==> src/rtl/counter_step_sequencer_pkg.sv <==
// Purpose : shared types and constants for the counter step sequencer.
// Contents: FSM state enum, default widths, direction encodings.
// Latency/backpressure: n/a (declarations only).
package counter_step_sequencer_pkg;

  localparam int DEFAULT_WIDTH = 4;
  localparam int DEFAULT_DIV_W = 8;

  localparam logic DIR_UP = 1'b1;
  localparam logic DIR_DN = 1'b0;

  typedef enum logic [1:0] {
    IDLE = 2'd0,
    WAIT = 2'd1,
    STEP = 2'd2,
    DONE = 2'd3
  } state_t;

endpackage

==> src/rtl/counter_step_sequencer_step_timer.sv <==
// Purpose : loadable down-counter that paces the idle gap between steps.
// Latency : load/decrement take effect at the next rising edge; zero is decoded from the register.
// Backpressure: none; load has priority over en, en at zero holds the count.
// Ports   : clk, rst (sync, active-low), load, value[DIV_W], en -> zero.
module counter_step_sequencer_step_timer
  import counter_step_sequencer_pkg::*;
#(
  parameter int DIV_W = DEFAULT_DIV_W
) (
  input  logic             clk,
  input  logic             rst,
  input  logic             load,
  input  logic [DIV_W-1:0] value,
  input  logic             en,
  output logic             zero
);

  logic [DIV_W-1:0] cnt;

  always_ff @(posedge clk) begin
    if (!rst) begin
      cnt <= '0;
    end else if (load) begin
      cnt <= value;
    end else if (en && (cnt != '0)) begin
      cnt <= cnt - 1'b1;
    end
  end

  assign zero = (cnt == '0);

endmodule

==> src/rtl/counter_step_sequencer.sv <==
// Purpose : moves the shared up/down position counter to a requested target,
//           issuing a one-cycle step enable every div+2 cycles with a held direction.
// Latency : first step div+1 cycles after the accepting edge; done d*(div+2) edges after it.
// Backpressure: start is only accepted while ready=1; start during a move is dropped, not queued.
// Ports   : clk, rst (sync, active-low), start, target[WIDTH], div[DIV_W], abort
//           -> step, dir, pos[WIDTH], ready, busy, done.
// Option  : SHORTEST_PATH_EN selects the wrap-around shortest direction
//           (half-way tie goes up); undefined means plain unsigned compare, no wrap.
module counter_step_sequencer
  import counter_step_sequencer_pkg::*;
#(
  parameter int WIDTH = DEFAULT_WIDTH,
  parameter int DIV_W = DEFAULT_DIV_W
) (
  input  logic             clk,
  input  logic             rst,
  input  logic             start,
  input  logic [WIDTH-1:0] target,
  input  logic [DIV_W-1:0] div,
  input  logic             abort,
  output logic             step,
  output logic             dir,
  output logic [WIDTH-1:0] pos,
  output logic             ready,
  output logic             busy,
  output logic             done
);

  state_t           state, state_nxt;
  logic [WIDTH-1:0] pos_q;
  logic [WIDTH-1:0] pos_nxt;
  logic [WIDTH-1:0] tgt_q;
  logic [DIV_W-1:0] div_q;
  logic             dir_q;
  logic             dir_new;
  logic             timer_load;
  logic             timer_en;
  logic             timer_zero;
  logic [DIV_W-1:0] timer_value;

  // Direction chosen at acceptance, from the live target and current position.
`ifdef SHORTEST_PATH_EN
  localparam logic [WIDTH-1:0] HALF = {1'b1, {(WIDTH-1){1'b0}}};
  logic [WIDTH-1:0] du;
  always_comb begin
    du      = target - pos_q;
    dir_new = (du <= HALF) ? DIR_UP : DIR_DN;
  end
`else
  always_comb begin
    dir_new = (target > pos_q) ? DIR_UP : DIR_DN;
  end
`endif

  // Position after the step in flight; wraps modulo 2^WIDTH.
  assign pos_nxt = (dir_q == DIR_UP) ? (pos_q + 1'b1) : (pos_q - 1'b1);

  // The first load comes from the live div input (not yet latched), later reloads from div_q.
  assign timer_value = (state == IDLE) ? div : div_q;

  always_comb begin
    state_nxt  = state;
    timer_load = 1'b0;
    timer_en   = 1'b0;
    case (state)
      IDLE: begin
        if (start) begin
          if (target == pos_q) begin
            state_nxt = DONE;
          end else begin
            state_nxt  = WAIT;
            timer_load = 1'b1;
          end
        end
      end
      WAIT: begin
        if (abort) begin
          state_nxt = DONE;
        end else if (timer_zero) begin
          state_nxt = STEP;
        end else begin
          timer_en = 1'b1;
        end
      end
      STEP: begin
        // abort is deliberately not looked at here: a started step always lands.
        if (pos_nxt == tgt_q) begin
          state_nxt = DONE;
        end else begin
          state_nxt  = WAIT;
          timer_load = 1'b1;
        end
      end
      DONE: begin
        state_nxt = IDLE;
      end
      default: begin
        state_nxt = IDLE;
      end
    endcase
  end

  always_ff @(posedge clk) begin
    if (!rst) begin
      state <= IDLE;
      pos_q <= '0;
      tgt_q <= '0;
      div_q <= '0;
      dir_q <= DIR_UP;
    end else begin
      state <= state_nxt;
      if ((state == IDLE) && start) begin
        tgt_q <= target;
        div_q <= div;
        if (target != pos_q) begin
          dir_q <= dir_new;
        end
      end
      if (state == STEP) begin
        pos_q <= pos_nxt;
      end
    end
  end

  counter_step_sequencer_step_timer #(
    .DIV_W (DIV_W)
  ) u_step_timer (
    .clk   (clk),
    .rst   (rst),
    .load  (timer_load),
    .value (timer_value),
    .en    (timer_en),
    .zero  (timer_zero)
  );

  // All outputs decode straight from registers, so no input reaches an output combinationally.
  assign step  = (state == STEP);
  assign ready = (state == IDLE);
  assign busy  = (state == WAIT) || (state == STEP);
  assign done  = (state == DONE);
  assign dir   = dir_q;
  assign pos   = pos_q;

endmodule

==> config.mk <==
export PLATFORM = sky130hd
export DESIGN_NAME = counter_step_sequencer
export DESIGN_NICKNAME = d
export VERILOG_FILES = /design/src/rtl/counter_step_sequencer_pkg.sv /design/src/rtl/counter_step_sequencer_step_timer.sv /design/src/rtl/counter_step_sequencer.sv
export SDC_FILE = /design/constraint.sdc
export NUM_CORES = 1
export LEC_CHECK = 0
export ABC_CLOCK_PERIOD_IN_PS = 2300
export BUFFER_PORTS_ARGS = -buffer_cell sky130_fd_sc_hd__buf_2
export CELL_PAD_IN_SITES_DETAIL_PLACEMENT = 1
export CELL_PAD_IN_SITES_GLOBAL_PLACEMENT = 1
export CORE_ASPECT_RATIO = 1.5
export CORE_MARGIN = 2
export CORE_UTILIZATION = 38
export DETAILED_ROUTE_END_ITERATION = 10
export PLACE_DENSITY_LB_ADDON = 0.1
export SLEW_MARGIN = 25
export SYNTH_ARGS = -nofsm -noshare
export SYNTH_HDL_FRONTEND = slang
export SYNTH_SLANG_ARGS = --single-unit
==> constraint.sdc <==
create_clock -name clk -period 2.3 [get_ports clk]
set_input_delay 0.46 -clock clk [delete_from_list [all_inputs] [get_ports clk]]
set_output_delay 0.46 -clock clk [all_outputs]
set_load 0.02 [all_outputs]
# [Word-level counts from Yosys, hierarchy flattened]
# Index checks and enable logic that the tools add are counted.
# Widths: inputs -> output; s select.
[totals] output_inout_bits=9 input_bits=16 ff_bits=27
[classes] addsub=3 n_lt_le_gt_ge=1 mux=18 reduce_logical=9 eq_ne=8
[op_table] op="$mux 8" n=3
[op_table] op="$mux 2" n=5
[op_table] op="$eq 4x4->1" n=2
[op_table] op="$logic_not 8->1" n=1
[op_table] op="$pmux 2 s4" n=1
[op_table] op="$reduce_bool 8->1" n=1
[op_table] op="$sub 8x1->8 const B" n=1
[op_table] op="$mux 1" n=7
[op_table] op="$add 4x1->4 const B" n=1
[op_table] op="$eq 2x2->1 const B" n=2
[op_table] op="$gt 4x4->1" n=1
[op_table] op="$mux 4" n=1
[op_table] op="$ne 4x4->1" n=1
[op_table] op="$reduce_and 2->1" n=2
[op_table] op="$sub 4x1->4 const B" n=1
[op_table] op="$ne 3x3->1 const B" n=1
[op_table] op="$eq 2x1->1 const B" n=1
[op_table] op="$logic_and 1x1->1" n=2
[op_table] op="$logic_not 2->1" n=1
[op_table] op="$ne 2x2->1 const B" n=1
[op_table] op="$pmux 1 s2" n=1
[op_table] op="$reduce_bool 2->1" n=1
[op_table] op="$logic_or 1x1->1" n=1

# [Depth between registers and ports, before layout]
[logic_depth] word_depth=7 mapped_depth=7

# [Cells and area by module]
# Synthesis repeated with hierarchy kept, for this count alone.
[unflattened] hier_cells=193 hier_area_um2=1707.9
[modules_own_cells] mod="counter_step_sequencer" cells_each=135 seq_area_each_um2=380.4 instances=1 area_each_um2=1199.9
[modules_own_cells] mod="counter_step_sequencer_step_timer" cells_each=58 seq_area_each_um2=160.2 instances=1 area_each_um2=508.0

# [Least setup slack after synthesis]
# No wires, ideal clock.
[synth_timing] path_type="reg-to-reg" start="reg dir_q (netlist: dir)" end="reg u_step_timer.cnt[1]" required_ns=2.228 arrival_ns=2.307 stages_incl_launch_ff=8 setup_ns=0.072 slack_ns=-0.079 n_path_buf=0 path_cell_list="dfxtp_1 > inv_1 > ha_1 > xnor3_1 > o31ai_2 > o41ai_2 > nor3_4 > mux2i_1"
[synth_via] elab_chain_len=5 word_cells_on_any_way=6 classes_between="1 x eq/ne; 4 x mux; 1 x reduce/logical"
[synth_lines] item="start: declaration" line_no="counter_step_sequencer.sv:34" rtl="logic dir_q;"
[synth_lines] item="start signal: assignment" line_no="counter_step_sequencer.sv:116" rtl="dir_q <= dir_new;"
[synth_lines] item="$mux 4 (*)" line_no="counter_step_sequencer.sv:56" rtl="assign pos_nxt = (dir_q == DIR_UP) ? (pos_q + 1'b1) : (pos_q - 1'b1);"
[synth_lines] item="$eq 4x4->1 (*)" line_no="counter_step_sequencer.sv:87" rtl="if (pos_nxt == tgt_q) begin"
[synth_lines] item="$mux 1 (*)" line_no="counter_step_sequencer.sv:87"
[synth_lines] item="$pmux 1 s2 (*)" line_no="counter_step_sequencer.sv:65" rtl="case (state)"
[synth_lines] item="$mux 8 / $reduce_bool 2->1 (equally long branches)"
[synth_lines] item="end signal: assignment" line_no="counter_step_sequencer_step_timer.sv:24" rtl="cnt <= value;"
[synth_lines] item="end signal: assignment" line_no="counter_step_sequencer_step_timer.sv:26" rtl="cnt <= cnt - 1'b1;"
[synth_lines] item="end: declaration" line_no="counter_step_sequencer_step_timer.sv:18" rtl="logic [DIV_W-1:0] cnt;"
# Every way passes the cells marked *; elsewhere a longest branch is shown, timed or not.
# A chain may end at the register's enable or synchronous reset.

# [Worst setup path in the final report]
[layout_timing] start="reg dir_q (netlist: dir)" end="reg u_step_timer.cnt[5]"
# The elaborated chain is that of the path after synthesis.

==> results.ini <==
[pwr]
leakage_nw = 0.850
netSwitchingFraction_pct = 43.9
p_int_mw = 1.42
power_switching_mw = 1.11
powerDensity_nw_per_um2 = 1230
pwr-share-comb_pct = 60.4
p_total_mw = 2.53
pwr-share-seq_pct = 28.1
ir_drop_mv = 0.641
p_clk_share_pct = 11.5

[clocking]
path_clk_slew_ps = 110
clock_latency_ps = 280
cts.sinks = 27
cts_root_buf = clkbuf_8
cts_hold_buf = 0
ctsHtreeMaxLevel = 1
numCtsBuffers = 3
cts_tree = built
postCtsSetupBuffers = 0
cts_buffer_depth = 2

[sta]
hold_violations = 0
period_share_pct = 95.3
worst_slew_pin_slew_ps = 855
max_freq_ghz = 0.456
finalMaxSlewViolations = 0
setup_viol = 0
rsz0062_at_grt = no
post-route-min-period_ps = 2190
fin_skew_ps = 4.73
hold_ws_ps = 419
slew_headroom_pct = 42.9

[setup_path]
startpoint_type = flop
critPathKind = reg -> reg
crit_fanout = 4
worstSetupEndpointType = flop
cp.arrival_ps = 2390
rrSetupSlack_ps = 110
rr_startpoint = dir
crit_required_ps = 2490
r2r-end = u_step_timer.cnt[5]
r2r_cells = 8

[global_route]
met2_usage_pct = 40.8
first_global_vias = 1697
grt_antenna_before_repair = 0
met1_usage_pct = 21.5
top_usage_layer = met2
grt_pass1_wl_mm = 7.91
gr-total-overflow = 0
grt.total_usage_pct = 20.8
grt_max_degree = 23
grtUsageMet3_pct = 2.77

[synth]
synth_fa_ha_area_share_pct = 10.3
synth_edf_count = 0
synth_compound_area_share_pct = 19.8
yosysTopAreaCell = dfxtp_1
synth_seq_area_share_pct = 32.7
ys_top_cells_by_area = dfxtp_1 (33%), ha_1 (9.1%), nand2_1 (6.8%), mux2i_1 (6.1%), xnor2_1 (5.8%)
post_synth.cell_area_avg_um2 = 8.57
synth_simple_gate_area_share_pct = 17.7
netlist.area_leader.share_pct = 32.7
synth_top_family_by_area = compound AO/OA/AOI/OAI gates
synth.ff_latch_count = 27
ys_types = 39
synthMuxAreaShare_pct = 7.41
yosys_warnings = 0
synthCells = 193
syn-cell-area_um2 = 1650
synth_ff_type = dfxtp_1
synth_fp_nets = 222
synth_xor_area_share_pct = 7.19
async_flop_share_pct = 0

[finish]
fin_cells = 277
drive_above_1_share_pct = 30.3
syn2layout_area_growth_pct = 24.5
fill_cells = 517
final_nets = 261
diodes = 0

[status]
status = complete, no violations

[die]
start_util_pct = 39.3
ios = 25
rows = 29
dieWidth_um = 57.9
fp.dieArea_um2 = 4910
core_area_um2 = 4210
dieHeight_um = 84.8

[routing]
wl_per_cell_um = 17.3
drc = 0
viasPerCell = 5.53
drtAntennaViolNets = 0
vias = 1531
routed_wirelength_mm = 4.78
drtIter0Drc = 27
drt_pass1_iterations = 4

[min_path]
holdPathEnd = tgt_q[0]
hold_path_startpoint = target[0]
hold_path.class = in -> reg
holdPathStages = 3

[place]
dp.cells = 273
portBuffers = 24
dp_hpwl_mm = 3.76
globalplace.congestion = 0.862

[job]
max-cap-violations = 0

cells in the mapped netlist (2+ instances only):
cell	number
nand2_1	30
dfxtp_1	27
a21oi_1	19
inv_1	14
ha_1	12
xnor2_1	11
a211oi_1	10
mux2i_1	10
nor2_1	8
o21ai_0	6
o31a_1	6
clkbuf_1	4
nor3_1	3
or3_1	3
buf_2	2
mux2_2	2
nand2b_1	2
nor2b_1	2
or2_2	2
worst max-delay path by stage:
| stage | from | endpoint | slack, ps | cells after the start |
|---|---|---|---|---|
| floorplan | dir | u_step_timer.cnt[1] | 20 | 7 |
| global placement | dir | u_step_timer.cnt[2] | 70 | 8 |
| detailed placement | dir | u_step_timer.cnt[5] | -110 | 8 |
| CTS | pos[0] | u_step_timer.cnt[3] | 3 | 8 |
| global route | dir | u_step_timer.cnt[7] | 10 | 8 |
| finish | dir | u_step_timer.cnt[5] | 110 | 8 |
what timing repair did:
item,CTS,global route
gates resized for setup,7,10
endpoints found under the hold margin,0,0
setup endpoints to repair,6,8
pin swaps,3,6
sequential cells by signal (all words and copies together), names as in the netlist:
signal	count
state	2
u_step_timer.cnt	8
div_q	8
dir	1
tgt_q	4
pos	4
area by class of cell:
cell class                      instances  area, µm²  share of cell area, %
Inverter                               14       52.6                   2.55
Timing Repair Buffer                   41        248                   12.0
Sequential cell                        27        548                   26.6
Multi-Input combinational cell        145       1100                   53.6
Tap cell                               46       57.6                   2.79
Clock buffer                            3       41.3                   2.00
Clock inverter                          1       7.51                  0.365
placed cells by master (no fill, tap or decap), types with 2 or more instances in the layout:
cell type   n
dfxtp_1    23
o21ai_0     6
nor2b_1     2
dfxtp_2     3
a21oi_2     2
mux2_2      2
o31a_1      6
or3_1       3
a211oi_2    6
ha_1       11
or2_2       2
buf_4      17
nor2_1      8
nand2b_1    2
a21oi_1    17
nand2_1    30
mux2i_1    10
a211oi_1    4
inv_1      13
buf_2      24
clkbuf_8    3
xnor2_1    11
nor3_1      3
metrics by stage:
| step | utilization (%) | setup TNS [ps] | cell area (µm²) | setup slack [ps] |
|---|---|---|---|---|
| 5_1_grt | 48.9 | 0 | 2060 | 9.66 |
| 4_1_cts | 48.0 | 0 | 2020 | 3.01 |
| 3_5_place_dp | 45.9 | -271 | 1930 | -114 |
| 6_report | 48.9 | 0 | 2060 | 109 |
| 2_1_floorplan | - | 0 | 1660 | 24.1 |
| 3_3_place_gp | 45.9 | 0 | 1930 | 66.3 |
logic make-up (layout without fill, tap and decap cells):
logic type                 after synthesis  count (layout)
and+or+nand+nor                         60              60
AOI/OAI and AO/OA                       48              48
DFF                                     27              27
buffers and inverters                   21              59
adders and majority gates               13              13
xor gates and xnor gates                12              12
muxes                                   12              12
worst max-delay path, stage by stage, from the launching register on:
cell	delay, ps
dfxtp_4	390
inv_2	50
ha_4	250
xnor3_1	390
o31ai_4	270
o41ai_4	140
buf_4	170
o31a_1	290
a211oi_2	160
routing by layer:
metal  share of wire [%]  vias up
li1                    -      747
met1                  38      760
met2                  58       16
met3                 1.4        8
met4                 2.0        0
met5                   0        -
power by group through the flow:
stage               Combinational [mW]  Clock, mW  Sequential [mW]
floorplan                        0.946          0            0.726
global placement                  1.37          0            0.707
detailed placement                1.44          0            0.716
CTS                               1.51      0.295            0.708
global route                      1.69      0.314            0.725
finish                            1.53      0.291            0.711
Note: power is estimated with default switching activity, not from simulation.
